## config.mk

```make
export PLATFORM = sky130hd
export DESIGN_NAME = rx_frame_bram_writer
export DESIGN_NICKNAME = d
export VERILOG_FILES = /design/src/rtl/rx_frame_bram_writer.sv
export SDC_FILE = /design/constraint.sdc
export NUM_CORES = 1
export LEC_CHECK = 0
export BUFFER_PORTS_ARGS = -buffer_cell sky130_fd_sc_hd__buf_4
export CORE_MARGIN = 4
export CORE_UTILIZATION = 48
export DETAILED_ROUTE_END_ITERATION = 12
export GPL_TIMING_DRIVEN = 0
export PLACE_DENSITY = 0.76
export SETUP_SLACK_MARGIN = 0.05
export SLEW_MARGIN = 10
export SYNTH_ARGS = -nofsm -noshare
export SYNTH_HDL_FRONTEND = slang
export SYNTH_SLANG_ARGS = --single-unit
```

## constraint.sdc

```tcl
create_clock -name clk_i -period 1.95 [get_ports clk_i]
set_input_delay 0.39 -clock clk_i [delete_from_list [all_inputs] [get_ports clk_i]]
set_output_delay 0.39 -clock clk_i [all_outputs]
set_load 0.05 [all_outputs]
```

## src/rtl/rx_frame_bram_writer.sv

```systemverilog
// MAC rx byte stream -> byte-enable BRAM port A writer with frame commit/hold
// handshake toward the AXI read side and a saturating drop counter.
module rx_frame_bram_writer #(
    parameter int NB_COL    = 4,
    parameter int COL_WIDTH = 8,
    parameter int RAM_DEPTH = 1600,
    localparam int ADDR_W   = clogb2(RAM_DEPTH - 1)
) (
    input  logic                        clk_i,
    input  logic                        rstn_i,
    input  logic [COL_WIDTH-1:0]        rx_data_i,
    input  logic                        rx_valid_i,
    input  logic                        rx_last_i,
    input  logic                        rx_err_i,
    output logic                        bram_en_o,
    output logic [NB_COL-1:0]           bram_we_o,
    output logic [ADDR_W-1:0]           bram_addr_o,
    output logic [NB_COL*COL_WIDTH-1:0] bram_din_o,
    output logic                        frame_rdy_o,
    output logic [15:0]                 frame_len_o,
    input  logic                        frame_ack_i,
    output logic [15:0]                 drop_cnt_o
);

    function automatic int clogb2(input int depth);
        int d;
        d = depth;
        clogb2 = 0;
        while (d > 0) begin
            d = d >> 1;
            clogb2 = clogb2 + 1;
        end
    endfunction

    localparam int          LANE_W  = $clog2(NB_COL);
    localparam logic [15:0] MAX_CNT = 16'(NB_COL * RAM_DEPTH);

    typedef enum logic [2:0] {S_IDLE, S_FILL, S_DISCARD, S_COMMIT, S_HOLD} state_t;

    state_t                        state_q, state_d;
    logic [15:0]                   byte_cnt_q, byte_cnt_d;
    logic                          in_frame_q, in_frame_d;
    logic [15:0]                   frame_len_q, frame_len_d;
    logic [15:0]                   drop_cnt_q, drop_cnt_d;
    logic                          en_q, en_d;
    logic [NB_COL-1:0]             we_q, we_d;
    logic [ADDR_W-1:0]             addr_q, addr_d;
    logic [NB_COL*COL_WIDTH-1:0]   din_q, din_d;
    logic                          wr, drop, in_frame_nxt;

    always_comb begin
        state_d      = state_q;
        byte_cnt_d   = byte_cnt_q;
        in_frame_d   = in_frame_q;
        frame_len_d  = frame_len_q;
        wr           = 1'b0;
        drop         = 1'b0;
        in_frame_nxt = in_frame_q;
        case (state_q)
            S_IDLE: begin
                if (rx_valid_i) begin
                    wr         = 1'b1;
                    byte_cnt_d = 16'd1;
                    state_d    = S_FILL;
                    if (rx_last_i) begin
                        if (rx_err_i) begin
                            drop       = 1'b1;
                            byte_cnt_d = '0;
                            state_d    = S_IDLE;
                        end else begin
                            frame_len_d = 16'd1;
                            state_d     = S_COMMIT;
                        end
                    end
                end
            end
            S_FILL: begin
                if (rx_valid_i) begin
                    // buffer full: a further byte means the frame cannot fit
                    if (byte_cnt_q == MAX_CNT) begin
                        if (rx_last_i) begin
                            drop       = 1'b1;
                            byte_cnt_d = '0;
                            state_d    = S_IDLE;
                        end else begin
                            state_d = S_DISCARD;
                        end
                    end else begin
                        wr         = 1'b1;
                        byte_cnt_d = byte_cnt_q + 16'd1;
                        if (rx_last_i) begin
                            if (rx_err_i) begin
                                drop       = 1'b1;
                                byte_cnt_d = '0;
                                state_d    = S_IDLE;
                            end else begin
                                frame_len_d = byte_cnt_q + 16'd1;
                                state_d     = S_COMMIT;
                            end
                        end
                    end
                end
            end
            S_DISCARD: begin
                if (rx_valid_i && rx_last_i) begin
                    drop       = 1'b1;
                    byte_cnt_d = '0;
                    state_d    = S_IDLE;
                end
            end
            S_COMMIT, S_HOLD: begin
                if (rx_valid_i) begin
                    drop         = rx_last_i;
                    in_frame_nxt = ~rx_last_i;
                end
                in_frame_d = in_frame_nxt;
                if (state_q == S_COMMIT) begin
                    state_d = S_HOLD;
                end else if (frame_ack_i) begin
                    // a frame still running after the ack must be skipped to its end
                    state_d    = in_frame_nxt ? S_DISCARD : S_IDLE;
                    byte_cnt_d = '0;
                    in_frame_d = 1'b0;
                end
            end
            default: state_d = S_IDLE;
        endcase

        en_d       = wr;
        we_d       = wr ? (NB_COL'(1) << byte_cnt_q[LANE_W-1:0]) : '0;
        addr_d     = wr ? byte_cnt_q[LANE_W +: ADDR_W] : addr_q;
        din_d      = wr ? {NB_COL{rx_data_i}} : din_q;
        drop_cnt_d = (drop && drop_cnt_q != 16'hFFFF) ? drop_cnt_q + 16'd1 : drop_cnt_q;
    end

    always_ff @(posedge clk_i) begin
        if (!rstn_i) begin
            state_q     <= S_IDLE;
            byte_cnt_q  <= '0;
            in_frame_q  <= 1'b0;
            frame_len_q <= '0;
            drop_cnt_q  <= '0;
            en_q        <= 1'b0;
            we_q        <= '0;
            addr_q      <= '0;
            din_q       <= '0;
        end else begin
            state_q     <= state_d;
            byte_cnt_q  <= byte_cnt_d;
            in_frame_q  <= in_frame_d;
            frame_len_q <= frame_len_d;
            drop_cnt_q  <= drop_cnt_d;
            en_q        <= en_d;
            we_q        <= we_d;
            addr_q      <= addr_d;
            din_q       <= din_d;
        end
    end

    assign bram_en_o   = en_q;
    assign bram_we_o   = we_q;
    assign bram_addr_o = addr_q;
    assign bram_din_o  = din_q;
    assign frame_rdy_o = (state_q == S_HOLD);
    assign frame_len_o = frame_len_q;
    assign drop_cnt_o  = drop_cnt_q;

endmodule

```

After elaboration in Yosys (flattened, before gate mapping) --
Cells that the tools add are included.
Storage, ports and cells: flip-flop bits (word level) 100, latch bits 0, RAM bits 0, memory bits (read-only) 0, input bits 14, output and inout bits 81, logic and storage cells 91, memories 0
Cells by class: $add $sub $neg 2, multiply operators 0, divide/modulo/power cells 0, order comparisons 0, equality and inequality tests 19, shifts and indexed selects 1, muxes and demuxes 49, bitwise operators 1, reduce and logical (&&, ||, !) cells 10
Operators by type and width (count):
- 2-to-1 mux 16 bit | 16
- one-hot mux 16 bit (4 select lines) | 1
- adder 16 x 1 -> 16 bit (second input constant) | 2
- one-hot mux 16 bit (2 select lines) | 1
- 2-to-1 mux 3 bit | 7
- inequality test 2 bit (second input constant) | 10
- 2-to-1 mux 1 bit | 17
- == test 16 x 13 -> 1 bit (second input constant) | 1
- inequality test 16 bit (second input constant) | 1
- one-hot mux 3 bit (4 select lines) | 1
- inequality test 3 bit (second input constant) | 3
- 2-to-1 mux 2 bit | 4
- AND reduction 8 bit | 1
- AND reduction 7 bit | 1
- == test 3 x 2 -> 1 bit (second input constant) | 2
- AND reduction 5 bit | 1
- one-hot mux 1 bit (4 select lines) | 1
- nonzero test 4 bit | 1
- left shift 1 x 2 -> 4 bit (first input constant) | 1
- == test 3 x 1 -> 1 bit (second input constant) | 1
- == test 3 bit (second input constant) | 1
- logical NOT 3 bit | 1
- logical AND 1 bit | 2
- one-hot mux 1 bit (2 select lines) | 1
- 4 further kinds | 4

Depth between registers and ports, before layout --
depth in word-level cells 7, mapped depth 9, mapped depth without buffers 7

Worst setup path after synthesis --
OpenSTA, ideal clock, no wires.
kind register to register, start point register drop_cnt_q[1] (netlist: drop_cnt_o[1]), end point register drop_cnt_q[1] (netlist: drop_cnt_o[1]), library setup time 0.115 ns, arrival 2.412 ns, required time 1.835 ns, setup slack -0.577 ns, stages on the path, launching flop included 9, buffers on the path 2, period minus slack after synthesis 2.527 ns, cells stage by stage dfxtp_1 -> ha_1 -> nand3_1 -> or2_2 -> nor3_1 -> buf_2 -> buf_4 -> nor3b_1 -> o21a_1
Between the ends: longest elaborated chain between the ends 2, elaborated cells between the ends (all ways) 3, those cells by class 1 x add/sub; 1 x eq/ne; 1 x reduce/logical
RTL lines:
- start: declaration | line 44 | logic [15:0] drop_cnt_q, drop_cnt_d;
- start signal: assignment | line 152 | drop_cnt_q <= drop_cnt_d;
- parallel branches: the longest is 2 deep, another holds adder 16 x 1 -> 16 bit
Parallel ways; which one is timed is not known. A chain may end at the register's enable or synchronous reset.

Final worst setup path --
start point register byte_cnt_q[0], end point register drop_cnt_q[6] (netlist: drop_cnt_o[6])
Between the ends: longest elaborated chain between the ends 5
RTL lines:
- start: declaration | line 41 | logic [15:0] byte_cnt_q, byte_cnt_d;
- start signal: assignment | line 149 | byte_cnt_q <= byte_cnt_d;
- == test 16 x 13 -> 1 bit | line 80 | if (byte_cnt_q == MAX_CNT) begin
- 2-to-1 mux 1 bit | line 80
- 2-to-1 mux 1 bit | line 78 | if (rx_valid_i) begin
- one-hot mux 1 bit (4 select lines) | line 59 | case (state_q)
- logical AND 1 bit | line 133 | drop_cnt_d = (drop && drop_cnt_q != 16'hFFFF) ? drop_cnt_q + 16'd1 : drop_cnt_q;
Every way passes these cells.

==> results.yml <==
worst_setup_path:
  setup.worst_path.start_class: "flop"
  crit_type: "flop to flop"
  cpPeakStageDelay_ns: 0.54
  critPathSlowestCell: "or4_4"
  endpoint_kind: "flop"
  worstPathCellList: "inv_4 > ha_4 > nor4b_4 > nand4_4 > a211o_4 > or4_4 > a21oi_2"
  cp_max_fo: 6
  required_ns: 2.24
  critPathArrivalTime_ns: 2.48
routing:
  vias_per_cell: 6.04
  post-route-drc-count: 0
  ant_nets: 0
  drt-initial-drc-count: 421
  num_vias: 4233
  avgRoutedWirePerCell_um: 18.4
  finalWirelength_um: 12900
  drt_first_pass_iters: 6
job:
  maxCapViolations: 0
die:
  dieWidth_um: 97.6
  coreArea_um2: 7770
  dieHeight_um: 97.6
  die_area_um2: 9530
  start_util_pct: 49.6
  num_io_pins: 95
  rows: 32
grt:
  grt_overflow: 0
  grt_pass1_wl_um: 20100
  top_usage_layer: "met2"
  use_met3_pct: 6.39
  antenna_found_initial: 0
  grt_use_met1_pct: 32.1
  gr-usage-all-layers_pct: 25.5
  grt_pass1_vias: 3984
  grt_max_degree: 15
  met2_usage_pct: 41.0
logic_synthesis:
  async_flop_share_pct: 0
  avgSynthCellArea_um2: 8.33
  yosysSeqAreaShare_pct: 39.5
  yosysWarnings: 0
  syn_inst: 463
  synth-seq-cells: 76
  synth_ff_type: "dfxtp_1"
  synth.cell_area_um2: 3860
  synth_edf_count: 0
  ys_types: 59
  synth_fp_nets: 480
pwr:
  p_int_uw: 2560
  pwr-share-comb_pct: 24.3
  p_leak_uw: 0.00228
  power_density_nw_per_um2: 675
  power_uw: 3830
  seq_power_share_pct: 42.2
  p_switching_uw: 1270
  swShare_pct: 33.2
  power_frac_clock_pct: 33.5
  vdd_ir_drop_max_uv: 346
cts:
  htreeDepth: 3
  cts_max_path_buffers: 2
  root_buffer: "clkbuf_8"
  clock_latency_ns: 0.36
  ctsHoldBuffers: 0
  tritoncts: "yes"
  cts.sinks: 76
  numCtsBuffers: 9
  path_clk_slew_ns: 0.09
min_path:
  hold_class: "input pin to flop"
placement:
  gp_congestion: 0.951
  dpl_cell_area_um2: 4760
  dpl.hpwl_um: 7830
  numPortBuffers: 91
sta:
  max_freq_ghz: 0.457
  hold_viol_final: 0
  setup_ws_ns: -0.237
  clock_skew_ns: 0.0117
  post-route-min-period_ns: 2.19
  setup_viol: 31
  worst_pin_slew_ns: 0.758
  drv_slew: 0
  fin_crit_sh_pct: 112
  rsz0062_at_grt: "true"
  slew_headroom_pct: 49.5
cells_and_area:
  postLayoutCellArea_um2: 5680
  nNetsFinal: 611
  areaGrowthSynthToFinish_pct: 47.3
  n_antenna_cell: 0
  drive_gt1_share_pct: 42.6
outcome:
  outcome: "finished with violations"
  violations: "negative setup slack"
-- synthesized netlist by cell type, types with 3 or more instances --
cell type / n / share of area (%)
and4_1: 5 / 1.1
nor3b_1: 3 / 0.58
buf_4: 26 / 5.1
o31ai_1: 9 / 1.8
ha_1: 3 / 0.97
buf_2: 13 / 1.7
nand4_1: 7 / 1.1
mux2i_1: 5 / 1.3
nand3b_1: 6 / 1.2
and2_1: 3 / 0.49
or3_1: 4 / 0.65
nor3_1: 19 / 2.5
o21ai_0: 17 / 2.2
or4_1: 9 / 1.8
nand2b_1: 6 / 0.97
nor4_2: 3 / 0.97
dfxtp_1: 76 / 39
inv_1: 9 / 0.88
a221o_1: 3 / 0.78
a22o_1: 14 / 3.2
xnor2_1: 7 / 1.6
a21oi_1: 44 / 5.7
o21a_1: 3 / 0.58
clkbuf_1: 13 / 1.3
nand3_1: 18 / 2.3
xor2_1: 6 / 1.4
nor2_1: 22 / 2.1
nand2_1: 69 / 6.7
o2bb2ai_1: 4 / 0.91
-- cell families (layout without fill, tap and decap cells) --
kind of cell,count (synthesis),count (layout),share of synthesized area [%]
AND/OR/NAND/NOR,188,188,26.6
adder cells (fa/ha/maj),3,3,0.973
flip-flops,76,76,39.5
buffers and inverters,65,200,9.67
multiplexers,5,5,1.30
AO/OA/AOI/OAI,113,114,19.0
XOR/XNOR,13,13,2.95
-- power groups by stage --
| stage | clock network (uW) | registers [uW] | logic (uW) |
|---|---|---|---|
| after floorplan | 0 | 1720 | 460 |
| after global placement | 0 | 1650 | 726 |
| after detailed placement | 0 | 1650 | 735 |
| after CTS | 1280 | 1610 | 854 |
| after global routing | 1350 | 1620 | 978 |
| final | 1280 | 1620 | 929 |
-- metal layers --
layer | vias to the layer above | share of wire [%] | wire [um]
li1 | 1918 | - | -
met1 | 1984 | 38 | 4920
met2 | 282 | 48 | 6150
met3 | 49 | 11 | 1390
met4 | 0 | 3.2 | 409
met5 | - | 0 | 0
-- final timing paths --
kind                          startpoint                     endpoint  slack, ns  depth (start not counted)
min                         rx_data_i[6]  bram_din_o[30]$_SDFFE_PN0N_       0.27                          3
max reg2reg   byte_cnt_q[0]$_SDFFE_PN0P_   drop_cnt_o[6]$_SDFFE_PN0P_      -0.24                          7
min reg2reg  bram_addr_o[5]$_SDFFE_PN0N_  bram_addr_o[5]$_SDFFE_PN0N_       0.46                          2
max           byte_cnt_q[0]$_SDFFE_PN0P_   drop_cnt_o[6]$_SDFFE_PN0P_      -0.24                          7
-- per-stage QoR --
step | setup TNS, ns | util (%) | instances | hold WS [ns] | setup WS, ns
finish | -5.00 | 73.1 | 701 | 0.275 | -0.237
global route | -7.20 | 73.1 | 701 | 0.276 | -0.298
CTS | -2.74 | 70.2 | 692 | 0.274 | -0.205
detailed placement | -20.02 | 61.3 | 656 | 0.452 | -0.474
global placement | -17.37 | 61.3 | 656 | 0.448 | -0.405
floorplan | -0.596 | - | 463 | 0.453 | -0.0660
-- critical path: cells and delay by family (launching register included) --
| kind | cells | cell delay (ns) |
|---|---|---|
| DFF | 1 | 0.36 |
| buffers and inverters | 1 | 0.06 |
| adders and majority gates | 1 | 0.12 |
| AOI/OAI and AO/OA | 2 | 0.58 |
| and+or+nand+nor | 3 | 1.00 |
-- placed cells by master (no fill, tap or decap), types with 3 or more instances in the layout --
cell type,instances
a21oi_1,38
mux2i_1,5
nor4b_4,3
and4_1,4
nand2b_1,6
buf_6,12
and2_1,3
or4_4,4
clkbuf_1,7
a221o_1,3
nor2_1,21
buf_4,139
nand3_1,17
xnor2_1,7
buf_2,5
dfxtp_1,58
inv_4,3
nor4_4,4
o21ai_0,14
nand2_1,68
clkbuf_8,11
xor2_1,6
nand4_1,7
o31ai_4,6
a21oi_2,4
nor3_1,16
dfxtp_2,10
nand3b_1,6
nor3b_2,3
dfxtp_4,8
or4_1,5
inv_1,6
o2bb2ai_1,4
o21a_1,3
a22o_1,14
-- final cells by class --
type	count	area, um2
clock buffers	10	138
clock inverters	6	70.1
flip-flops and latches	76	1560
repair buffers	120	970
well taps	102	128
inverters	10	42.5
fillers	555	2090
plain buffers	54	423
multi-input cells	323	2340
-- registers in the layout, summed over array words and instances (netlist names) --
name / count
state_q: 3
frame_len_o: 16
drop_cnt_o: 16
bram_din_o: 8
bram_we_o: 4
byte_cnt_q: 16
bram_addr_o: 11
bram_en_o: 1
in_frame_q: 1
-- what timing repair did --
| action | in CTS | in global routing |
|---|---|---|
| gates resized for setup | 67 | 38 |
| setup endpoints to repair | 67 | 69 |
| buffers inserted | 18 | 8 |
| gates cloned | 3 | 1 |
| pin swaps | 29 | 16 |
No activity file was read; power rests on OpenSTA's default activity.
